$ cat src/rtl/mem_arb_pkg.sv
// Shared types, size codes and address helpers for the memory-port arbiter.
package mem_arb_pkg;

  typedef enum logic [1:0] {
    IDLE,
    FETCH,
    DATA
  } state_t;

  // RISC-V funct3 size codes; bit 2 only marks unsigned loads.
  localparam logic [2:0] F3_B  = 3'b000;
  localparam logic [2:0] F3_H  = 3'b001;
  localparam logic [2:0] F3_W  = 3'b010;
  localparam logic [2:0] F3_BU = 3'b100;
  localparam logic [2:0] F3_HU = 3'b101;

  // Returned to fetch when the memory never answers (addi x0,x0,0).
  localparam logic [31:0] NOP_INSN = 32'h0000_0013;

  // Halfwords need addr[0]=0, words need addr[1:0]=0; bytes are always aligned.
  function automatic logic misaligned(input logic [2:0] funct3, input logic [1:0] addr);
    logic mis;
    case (funct3)
      F3_B, F3_BU: mis = 1'b0;
      F3_H, F3_HU: mis = addr[0];
      F3_W:        mis = (addr != 2'b00);
      default:     mis = (addr != 2'b00);
    endcase
    return mis;
  endfunction

  // Store byte enables for the addressed lanes.
  function automatic logic [3:0] byte_en(input logic [2:0] funct3, input logic [1:0] addr);
    logic [3:0] be;
    case (funct3)
      F3_B, F3_BU: be = 4'b0001 << addr;
      F3_H, F3_HU: be = 4'b0011 << {addr[1], 1'b0};
      F3_W:        be = 4'hF;
      default:     be = 4'hF;
    endcase
    return be;
  endfunction

endpackage

$ cat src/rtl/mem_byte_lane.sv
// Store lane steering: byte enables and replicated write data from size/offset.
module mem_byte_lane
  import mem_arb_pkg::*;
(
  input  logic [2:0]  funct3,
  input  logic [1:0]  addr_lo,
  input  logic [31:0] wdata,
  output logic [3:0]  be,
  output logic [31:0] lane_wdata
);

  // Replicate the low byte/halfword into every lane so be alone selects the target.
  always_comb begin
    be = byte_en(funct3, addr_lo);
    case (funct3)
      F3_B, F3_BU: lane_wdata = {4{wdata[7:0]}};
      F3_H, F3_HU: lane_wdata = {2{wdata[15:0]}};
      default:     lane_wdata = wdata;
    endcase
  end

endmodule

$ cat src/rtl/mem_port_arbiter.sv
// Arbitrates instruction fetch and load/store onto one valid/ready memory bus.
module mem_port_arbiter
  import mem_arb_pkg::*;
#(
  parameter logic [31:0] DATA_ADDR_OR    = 32'h8000_0000,
  parameter int unsigned MAX_DATA_STREAK = 4,
  parameter int unsigned TIMEOUT         = 255
) (
  input  logic        clk,
  input  logic        reset,
  input  logic        if_req,
  input  logic [31:0] if_addr,
  output logic        if_ready,
  output logic [31:0] if_rdata,
  input  logic        d_req,
  input  logic        d_we,
  input  logic [31:0] d_addr,
  input  logic [31:0] d_wdata,
  input  logic [2:0]  d_funct3,
  output logic        d_ready,
  output logic [31:0] d_rdata,
  output logic        d_err,
  output logic        mem_valid,
  output logic        mem_we,
  output logic [31:0] mem_addr,
  output logic [31:0] mem_wdata,
  output logic [3:0]  mem_be,
  input  logic        mem_ready,
  input  logic [31:0] mem_rdata
);

  localparam int unsigned SW = $clog2(MAX_DATA_STREAK + 1);
  localparam int unsigned TW = $clog2(TIMEOUT + 1);
  localparam logic [SW-1:0] STREAK_MAX = SW'(MAX_DATA_STREAK);
  localparam logic [TW-1:0] TIMER_LAST = TW'(TIMEOUT - 1);

  state_t        state, state_nxt;
  logic [SW-1:0] streak, streak_nxt;
  logic [TW-1:0] timer, timer_nxt;

  logic        valid_nxt, we_nxt;
  logic [31:0] addr_nxt, wdata_nxt;
  logic [3:0]  be_nxt;
  logic        if_ready_nxt, d_ready_nxt, d_err_nxt;
  logic [31:0] if_rdata_nxt, d_rdata_nxt;

  logic [3:0]  lane_be;
  logic [31:0] lane_wdata;
  logic [31:0] data_addr;
  logic [31:0] fetch_addr;
  logic        pulse;
  logic        d_mis;

  mem_byte_lane u_lane (
    .funct3     (d_funct3),
    .addr_lo    (d_addr[1:0]),
    .wdata      (d_wdata),
    .be         (lane_be),
    .lane_wdata (lane_wdata)
  );

  assign data_addr  = (d_addr | DATA_ADDR_OR) & ~32'h3;
  assign fetch_addr = if_addr & ~32'h3;
  assign d_mis      = misaligned(d_funct3, d_addr[1:0]);
  // Ready pulses are registered, so the requester still holds req during the
  // pulse cycle; refusing grants then avoids re-serving the same request and
  // guarantees an idle bus cycle between accesses.
  assign pulse      = if_ready | d_ready;

  // State, counters and all outputs are registered; reset abandons any access.
  always_ff @(posedge clk) begin
    if (reset) begin
      state     <= IDLE;
      streak    <= '0;
      timer     <= '0;
      mem_valid <= 1'b0;
      mem_we    <= 1'b0;
      mem_addr  <= '0;
      mem_wdata <= '0;
      mem_be    <= '0;
      if_ready  <= 1'b0;
      if_rdata  <= '0;
      d_ready   <= 1'b0;
      d_rdata   <= '0;
      d_err     <= 1'b0;
    end else begin
      state     <= state_nxt;
      streak    <= streak_nxt;
      timer     <= timer_nxt;
      mem_valid <= valid_nxt;
      mem_we    <= we_nxt;
      mem_addr  <= addr_nxt;
      mem_wdata <= wdata_nxt;
      mem_be    <= be_nxt;
      if_ready  <= if_ready_nxt;
      if_rdata  <= if_rdata_nxt;
      d_ready   <= d_ready_nxt;
      d_rdata   <= d_rdata_nxt;
      d_err     <= d_err_nxt;
    end
  end

  // Grant selection, completion/timeout handling and next output values.
  always_comb begin
    state_nxt    = state;
    streak_nxt   = streak;
    timer_nxt    = timer;
    valid_nxt    = mem_valid;
    we_nxt       = mem_we;
    addr_nxt     = mem_addr;
    wdata_nxt    = mem_wdata;
    be_nxt       = mem_be;
    if_ready_nxt = 1'b0;
    if_rdata_nxt = '0;
    d_ready_nxt  = 1'b0;
    d_rdata_nxt  = '0;
    d_err_nxt    = 1'b0;

    if (!if_req) streak_nxt = '0;

    case (state)
      IDLE: begin
        if (!pulse) begin
          if (d_req && d_mis) begin
            d_ready_nxt = 1'b1;
            d_err_nxt   = 1'b1;
          end else if (d_req && (!if_req || streak < STREAK_MAX)) begin
            state_nxt  = DATA;
            valid_nxt  = 1'b1;
            we_nxt     = d_we;
            addr_nxt   = data_addr;
            be_nxt     = d_we ? lane_be : 4'hF;
            wdata_nxt  = d_we ? lane_wdata : '0;
            timer_nxt  = '0;
            streak_nxt = if_req ? streak + SW'(1) : '0;
          end else if (if_req) begin
            state_nxt  = FETCH;
            valid_nxt  = 1'b1;
            we_nxt     = 1'b0;
            addr_nxt   = fetch_addr;
            be_nxt     = 4'hF;
            wdata_nxt  = '0;
            timer_nxt  = '0;
            streak_nxt = '0;
          end
        end
      end
      FETCH, DATA: begin
        if (mem_ready || timer == TIMER_LAST) begin
          state_nxt = IDLE;
          valid_nxt = 1'b0;
          if (state == FETCH) begin
            if_ready_nxt = 1'b1;
            if_rdata_nxt = mem_ready ? mem_rdata : NOP_INSN;
          end else begin
            d_ready_nxt = 1'b1;
            d_rdata_nxt = mem_ready ? mem_rdata : '0;
            d_err_nxt   = !mem_ready;
          end
        end else begin
          timer_nxt = timer + TW'(1);
        end
      end
      default: state_nxt = IDLE;
    endcase
  end

endmodule

$ cat config.mk
export PLATFORM = sky130hd
export DESIGN_NAME = mem_port_arbiter
export DESIGN_NICKNAME = d
export VERILOG_FILES = /design/src/rtl/mem_arb_pkg.sv /design/src/rtl/mem_byte_lane.sv /design/src/rtl/mem_port_arbiter.sv
export SDC_FILE = /design/constraint.sdc
export NUM_CORES = 1
export LEC_CHECK = 0
export BUFFER_PORTS_ARGS = -buffer_cell sky130_fd_sc_hd__buf_2
export CAP_MARGIN = 20
export CORE_UTILIZATION = 40
export DETAILED_ROUTE_END_ITERATION = 10
export GPL_TIMING_DRIVEN = 0
export MAX_ROUTING_LAYER = met4
export PLACE_DENSITY = 0.73
export RECOVER_POWER = 50
export SLEW_MARGIN = 20
export SYNTH_ARGS = -nofsm -noshare
export SYNTH_HDL_FRONTEND = slang
export SYNTH_SLANG_ARGS = --single-unit
$ cat constraint.sdc
create_clock -name clk -period 2 [get_ports clk]
set_input_delay 0.4 -clock clk [delete_from_list [all_inputs] [get_ports clk]]
set_output_delay 0.4 -clock clk [all_outputs]
set_load 0.02 [all_outputs]
; After elaboration in Yosys (flattened, before gate mapping)
; Index checks and enable logic that the tools add are counted.
[word_totals]
reg_bits = 150
out_inout_bits = 137
elab_cells = 107
[op_classes]
n_addsub = 2
order_cmp = 1
n_eq_ne = 11
shifts = 2
mux = 48
n_bitwise = 7
n_reduce_logical = 22
[ops]
columns = cell, count
row1 = 32-bit two-way mux, 5
row2 = 32-bit one-hot mux with 2 select lines, 1
row3 = 8-bit two-way mux, 5
row4 = 3-bit two-way mux, 7
row5 = 8-bit one-hot mux with 2 select lines, 1
row6 = 1-bit two-way mux, 14
row7 = 4-bit two-way mux, 3
row8 = 2-bit two-way mux, 5
row9 = 5-bit AND reduction, 2
row10 = 5-bit OR reduction, 2
row11 = "8-bit by 1-bit adder with 8-bit output, second input constant", 1
row12 = "8-bit equality test, second input constant", 1
row13 = "2-bit != test, second input constant", 4
row14 = 1-bit one-hot mux with 2 select lines, 4
row15 = 4-bit one-hot mux with 2 select lines, 1
row16 = 4-bit AND reduction, 2
row17 = "3-bit equality test, second input constant", 2
row18 = 1-bit NOT, 6
row19 = 2-bit nonzero test, 3
row20 = 2-bit OR reduction, 3
row21 = 5-bit two-way mux, 1
row22 = 2-bit one-hot mux with 2 select lines, 1
row23 = 4-bit OR reduction, 1
row24 = "1-bit by 2-bit left shift with 4-bit output, first input constant", 1
row25 = other kinds (14), 17

; Depth between registers and ports, before layout
; Gate-level depths: netlist of the first run.
[logic_depth]
ltp_word = 7
mapped_depth = 8
mapped_depth_nobuf = 6

; Cells and area by module
; Synthesis of the first run repeated with hierarchy kept, for this count alone.
[hier_totals]
hier_cells = 545
hier_area_um2 = 5719.2
[by_module_without_submodules]
columns = mod, n_inst, cells_per_inst, area_per_inst_um2, seq_area_each_um2
row1 = mem_port_arbiter, 1, 485, 5187.5, 2962.8
row2 = mem_byte_lane, 1, 60, 531.8, 0.0

; Worst setup path before layout of the first run
; OpenSTA, ideal clock, no wires.
[synth_timing]
path_kind = reg2reg
startpoint = register state[0]
endpoint = register timer[4]
setup_ns = 0.070
arrival_ns = 1.824
required_time_ns = 1.930
slack_ns = 0.106
path_stages_with_launch = 9
path_cell_list = dfxtp_1 > inv_1 > ha_1 > buf_2 > nand2_2 > o211ai_1 > clkbuf_1 > or4_1 > a21oi_1
[synth_between]
elab_chain_cells = 4
elab_cells_between_ends = 11
cone_classes = eq/ne: 6 / mux: 1 / reduce/logical: 4
[synth_rtl]
columns = item, line
row1 = start: declaration, mem_port_arbiter.sv:37  ; state_t state, state_nxt;
row2 = start signal: assignment, mem_port_arbiter.sv:87  ; state <= state_nxt;
row3 = 2-bit by 1-bit equality test with 1-bit output / 2-bit equality test (equally long branches), mem_port_arbiter.sv:121  ; case (state)
row4 = 2-bit OR reduction, mem_port_arbiter.sv:121
row5 = 2-bit != test (no source line) / 2-bit nonzero test (equally long branches), --
row6 = 5-bit AND reduction (no source line), --
row7 = end signal: assignment, mem_port_arbiter.sv:89  ; timer <= timer_nxt;
row8 = end: declaration, mem_port_arbiter.sv:39  ; logic [TW-1:0] timer, timer_nxt;
; Several ways; a longest one is shown, not always the timed one.
; A chain may end at the register's enable or synchronous reset.

; Worst setup path in the final report of the first run
[layout_timing]
startpoint = register state[0]
endpoint = register mem_addr[23]
[layout_between]
elab_chain_cells = 2
[layout_rtl]
columns = item, line
row1 = 2-bit logical NOT, mem_port_arbiter.sv:121
row2 = 4-bit AND reduction (no source line), --
row3 = end signal: assignment, mem_port_arbiter.sv:92  ; mem_addr <= addr_nxt;
row4 = end: declaration, mem_port_arbiter.sv:25  ; output logic [31:0] mem_addr,
; Every way passes these cells.

==> results.py, run 1 <==
metrics = {
    "status": {
        "outcome": "finished clean",
    },
    "logic_synthesis": {
        "syn_avg_cell_area_sq_um": 9.38,
        "ys_ff_latch": 148,
        "synth_top_area_cell": "dfxtp_1",
        "ys_types": 51,
        "synth_edf_count": 0,
        "synthesis.area_sq_um": 5710,
        "synth.area.top_cells": "dfxtp_1 (52%), and2_1 (6.6%), nor2_1 (4.9%), a311oi_1 (4.8%), mux2i_1 (4.7%)",
        "netlist_instances": 609,
        "synth_top_area_share": 0.519,
        "ys_seq_area_frac": 0.519,
        "async_flop_share": 0,
        "ys.flop_type": "dfxtp_1",
        "yosys_warnings": 0,
    },
    "clock_network": {
        "cts-htree-levels": 4,
        "insertion_delay_ns": 0.42,
        "cts_buffers": 17,
        "cts.sinks": 148,
        "clk_path_buf_depth": 2,
        "clk_pin_slew_ns": 0.06,
        "ctsRootBufferMaster": "clkbuf_16",
        "cts_tree": "built",
    },
    "pwr": {
        "ir_drop_uv": 571,
        "p_leak_nw": 3.33,
        "p_per_area_nw_per_um2": 1010,
    },
    "grt": {
        "grt_pass1_wl_microns": 25400,
        "grt_usage": 0.231,
        "antenna_found_initial": 0,
        "overflow": 0,
        "grt_max_degree": 20,
        "grt_pass1_vias": 5260,
    },
    "routing": {
        "dr_total_vias": 5540,
        "finalWirelength_microns": 16600,
        "via_per_inst": 5.08,
        "dr.first_iter.drc_count": 274,
        "wl_per_cell_microns": 15.2,
        "firstDrtPassIters": 5,
        "drc": 0,
        "postRouteAntennaNets": 0,
    },
    "die": {
        "ioPinCount": 274,
        "rows": 43,
        "dieArea_sq_um": 14800,
        "die_w_microns": 122,
        "coreArea_sq_um": 13900,
        "die_h_microns": 122,
        "start_util": 0.412,
    },
    "worst_setup_path": {
        "path_cells": "inv_2 -> ha_4 -> nor3b_4 -> and4_1 -> clkbuf_4 -> buf_4 -> nor2_1 -> a311oi_1",
        "cp_slowest_cell": "dfxtp_2",
        "r2r_setup_slack_ns": 0.10,
        "arrival_ns": 2.21,
        "worst_r2r_startpoint": "state[0]$_SDFFE_PP0P_",
        "regToRegEndpoint": "mem_addr[23]$_SDFFE_PP0P_",
        "critPathKind": "reg -> reg",
        "worstPathRequired_ns": 2.31,
        "critical_path_buf_inv_count": 3,
        "slowest_delay_ns": 0.33,
        "worstPathMaxFanout": 10,
        "cp_top_family": "simple AND/OR/NAND/NOR gates",
        "endpoint_kind": "flip-flop",
        "reg2reg_depth": 8,
        "setup.worst_path.start_class": "flip-flop",
    },
    "hold_path": {
        "min-delay-start": "mem_rdata[23]",
        "holdPathEnd": "if_rdata[23]$_SDFF_PP0_",
        "hp-class": "in -> reg",
        "holdPathStages": 2,
    },
    "timing": {
        "slew_headroom": 0.533,
        "finalCritPeriodShare": 0.949,
        "worst_pin_slew_ns": 0.701,
        "fin_crit_ns": 1.90,
        "setup_tns_ns": 0,
        "max_freq_mhz": 527,
        "worst_slack_ns": 0.102,
        "setup_viol": 0,
        "slew_viol_final": 0,
        "clock_skew_ns": 0.00866,
        "rsz0062_at_grt": "no",
        "hold_viol": 0,
    },
    "placed_design": {
        "hpwl_microns": 12500,
        "dp_cells": 1053,
        "pre_cts_ws_ns": -0.313,
        "place_area_sq_um": 7260,
        "io_buffers": 263,
        "routabilityCongestion": 0.884,
    },
    "job": {
        "cap_violations": 0,
    },
    "final_layout": {
        "syn2layout_area_growth_pct": 36.0,
        "fin_util": 0.560,
        "layout_commonest_cell": "clkbuf_1",
        "layout.cells.non_filler": 1090,
        "antenna_cells": 0,
        "finalNetCount": 1040,
        "final_area_sq_um": 7770,
        "drive_above_1_share": 0.231,
        "final_cell_mix": "clkbuf_1 (157), dfxtp_1 (146), buf_2 (136)",
    },
}
## report_power, final
part / total (mW) / internal (mW) / leakage [nW] / switching [mW]
Sequential: 3.25 / 3.15 / 1.20 / 0.0984
Combinational: 1.58 / 0.596 / 1.85 / 0.987
Clock: 3.05 / 1.74 / 0.276 / 1.31
Total: 7.89 / 5.49 / 3.33 / 2.39
## how the worst max path moves through the flow
stage	startpoint	end	slack, ns	cells past startpoint
final	state[0]$_SDFFE_PP0P_	mem_addr[23]$_SDFFE_PP0P_	0.10	8
after global routing	state[0]$_SDFFE_PP0P_	mem_addr[4]$_SDFFE_PP0P_	0.005	8
after CTS	state[1]$_SDFFE_PP0P_	mem_addr[10]$_SDFFE_PP0P_	0.004	8
after detailed placement	state[0]$_SDFFE_PP0P_	if_rdata[30]$_SDFF_PP0_	-0.31	8
after global placement	state[0]$_SDFFE_PP0P_	if_rdata[30]$_SDFF_PP0_	-0.32	8
after floorplan	state[0]$_SDFFE_PP0P_	timer[4]$_SDFFE_PP0P_	0.11	8
## through the flow
stage          hold WS, ns  power, mW
3_3_place_gp         0.461       4.81
6_report             0.189       7.89
5_1_grt              0.176       8.26
3_5_place_dp         0.471       4.83
2_1_floorplan        0.461       4.27
4_1_cts              0.172       7.96
## kinds of logic after synthesis
logic type	share of synthesized area
AO/OA/AOI/OAI	0.161
buffers and inverters	0.0462
AND/OR/NAND/NOR	0.213
adder cells (fa/ha/maj)	0.0131
other	0.000656
flip-flops	0.519
multiplexers	0.0473
## state kept, by name, indices dropped and copies added, names as in the netlist
signal     flops
mem_valid      1
streak         3
d_ready        1
mem_be         4
mem_we         1
state          2
if_rdata      32
timer          8
d_rdata       32
mem_addr      30
if_ready       1
d_err          1
mem_wdata     32
## final cells by class
class / instances / area (sq um)
fill: 1358 / 6110
timing repair buffer: 269 / 1190
multi-input combinational: 402 / 2530
buffer: 47 / 248
tap: 180 / 225
inverter: 12 / 45.0
clock inverter: 15 / 145
clock buffer: 17 / 425
sequential: 148 / 2970
## cell usage after synthesis, types with 5 or more instances
| master | number |
|---|---|
| a22oi_1 | 16 |
| dfxtp_1 | 148 |
| buf_2 | 13 |
| a311oi_1 | 31 |
| mux2i_1 | 27 |
| inv_1 | 12 |
| or4_1 | 8 |
| nand4_1 | 5 |
| nand3_1 | 6 |
| o21ai_0 | 12 |
| nor2_1 | 75 |
| ha_1 | 6 |
| o31ai_1 | 8 |
| nand2_1 | 70 |
| clkbuf_1 | 30 |
| a21oi_1 | 16 |
| a2bb2oi_1 | 16 |
| and2_1 | 60 |
## repair_timing
item,in CTS,in global routing
pin swaps,2,4
buffers inserted,4,2
setup endpoints to repair,83,77
gates resized for setup,15,15
hold buffers,0,0
## routing by layer
metal	global-route usage	up-vias	share of wire
met2	0.382	260	0.48
met3	0.0597	26	0.082
met1	0.267	2556	0.42
met4	0.0918	0	0.020
li1	-	2698	-
met5	-	-	0
No activity file was read; power rests on OpenSTA's default activity.
==> run 2, diff against run 1 <==
PLACE_DENSITY = default   (was 0.73)
PLACE_DENSITY_LB_ADDON = 0.3   (was default)
clock period = 2.1 ns   (was 2 ns; I/O delays follow)
==> results.py, run 2 (synthesis results as in run 1) <==
metrics = {
    "clock_network": {
        "cts_tree": "built",
        "insertion_delay_ns": 0.42,
        "clk_pin_slew_ns": 0.06,
        "cts-htree-levels": 4,
        "cts_hold_buf": 0,
        "cts.sinks": 148,
        "cts_buffers": 17,
        "clk_path_buf_depth": 2,
        "ctsRootBufferMaster": "clkbuf_16",
    },
    "pwr": {
        "ir_drop_uv": 620,
        "p_per_area_nw_per_um2": 974,
        "pwr-share-clk": 0.390,
        "switchingPower_mw": 2.32,
        "p_leak_nw": 3.31,
        "swShare": 0.308,
        "p_total_mw": 7.55,
        "internal_power_mw": 5.23,
        "power_frac_comb": 0.199,
        "seqPwrFrac": 0.411,
    },
    "final_layout": {
        "finalNetCount": 1039,
        "fillCellCount": 1336,
        "drive_above_1_share": 0.222,
        "antenna_cells": 0,
        "top_regs": "d_rdata x32, if_rdata x32, mem_wdata x32",
        "layout_commonest_cell": "clkbuf_1",
        "syn2layout_area_growth_pct": 35.7,
        "final_area_sq_um": 7750,
        "final_cell_mix": "clkbuf_1 (160), dfxtp_1 (146), buf_2 (138)",
    },
    "hold_path": {
        "holdPathStages": 2,
        "holdPathEnd": "if_rdata[13]$_SDFF_PP0_",
        "min-delay-start": "mem_rdata[13]",
        "hp-class": "in -> reg",
    },
    "die": {
        "die_h_microns": 122,
        "ioPinCount": 274,
        "dieArea_sq_um": 14800,
        "start_util": 0.412,
        "coreArea_sq_um": 13900,
        "rows": 43,
        "die_w_microns": 122,
    },
    "routing": {
        "drc": 0,
        "dr_total_vias": 5532,
        "via_per_inst": 5.08,
        "postRouteAntennaNets": 0,
        "wl_per_cell_microns": 15.3,
        "dr.first_iter.drc_count": 218,
        "firstDrtPassIters": 6,
        "finalWirelength_microns": 16700,
    },
    "timing": {
        "worst_pin_slew_ns": 0.687,
        "worst_slack_ns": 0.0881,
        "finalCritPeriodShare": 0.958,
        "slew_viol_final": 0,
        "hold-worst-slack_ns": 0.206,
        "setup_tns_ns": 0,
        "slew_headroom": 0.542,
        "setup_viol": 0,
        "clock_skew_ns": 0.00719,
        "fin_crit_ns": 2.01,
        "hold_viol": 0,
        "max_freq_mhz": 497,
    },
    "placed_design": {
        "io_buffers": 263,
        "place_area_sq_um": 7260,
        "routabilityCongestion": 0.859,
        "pre_cts_ws_ns": -0.170,
        "hpwl_microns": 12500,
    },
    "worst_setup_path": {
        "endpoint_kind": "flip-flop",
        "worstPathMaxFanout": 10,
        "reg2reg_depth": 8,
        "arrival_ns": 2.32,
        "r2r_setup_slack_ns": 0.09,
        "critPathKind": "reg -> reg",
        "setup.worst_path.start_class": "flip-flop",
        "regToRegEndpoint": "mem_addr[25]$_SDFFE_PP0P_",
        "worst_r2r_startpoint": "state[0]$_SDFFE_PP0P_",
        "worstPathRequired_ns": 2.41,
    },
    "status": {
        "outcome": "finished clean",
    },
    "grt": {
        "overflow": 0,
        "grt_max_degree": 20,
        "grt_pass1_vias": 5214,
        "antenna_found_initial": 0,
        "grt_pass1_wl_microns": 25900,
        "grt_usage": 0.233,
    },
    "job": {
        "cap_violations": 0,
    },
}
run 2: area by class of cell:
class	count	area (sq um)	area share
inverters	12	45.0	0.00581
repair buffers	268	1190	0.153
plain buffers	47	239	0.0308
clock buffers	18	429	0.0553
multi-input cells	402	2520	0.325
clock inverters	14	144	0.0186
well taps	180	225	0.0290
flip-flops and latches	148	2970	0.382
run 2: worst max-delay path: stages (launching register included):
cell and delay (ns):
dfxtp_2 0.33, inv_1 0.11, ha_4 0.16, nor3b_4 0.29
and4_1 0.22, buf_2 0.20, clkbuf_4 0.24, nor2_1 0.06
a311oi_1 0.29
run 2: worst max-delay path by stage:
stage	cells after the start	end	from	slack (ns)
2_1_floorplan	8	timer[4]$_SDFFE_PP0P_	state[0]$_SDFFE_PP0P_	0.21
3_3_place_gp	8	if_rdata[30]$_SDFF_PP0_	state[0]$_SDFFE_PP0P_	-0.21
3_5_place_dp	8	if_rdata[30]$_SDFF_PP0_	state[0]$_SDFFE_PP0P_	-0.17
4_1_cts	8	timer[4]$_SDFFE_PP0P_	state[0]$_SDFFE_PP0P_	0.01
5_1_grt	7	mem_addr[4]$_SDFFE_PP0P_	state[0]$_SDFFE_PP0P_	-0.03
6_report	8	mem_addr[25]$_SDFFE_PP0P_	state[0]$_SDFFE_PP0P_	0.09
run 2: metrics by stage:
step	utilization	std cells
2_1_floorplan	-	610
3_3_place_gp	0.523	1053
3_5_place_dp	0.523	1053
4_1_cts	0.565	1084
5_1_grt	0.559	1089
6_report	0.559	1089
run 2: timing repair:
action,in CTS,in global routing
gates cloned,0,1
buffers inserted,0,4
setup endpoints to repair,45,64
gates resized for setup,8,12
pin swaps,0,3
run 2: power by group through the flow:
stage | registers, mW | logic [mW] | clock network, mW
3_3_place_gp | 3.15 | 1.44 | 0
3_5_place_dp | 3.16 | 1.45 | 0
4_1_cts | 3.10 | 1.47 | 3.00
6_report | 3.10 | 1.50 | 2.94
5_1_grt | 3.12 | 1.65 | 3.13
2_1_floorplan | 3.37 | 0.694 | 0
run 2: layer usage:
layer  up-vias  part of all wire  track usage
li1       2714                 -            -
met1      2552              0.44        0.279
met2       239              0.45        0.370
met3        27             0.085       0.0663
met4         0             0.022       0.0872
met5         -                 0            -
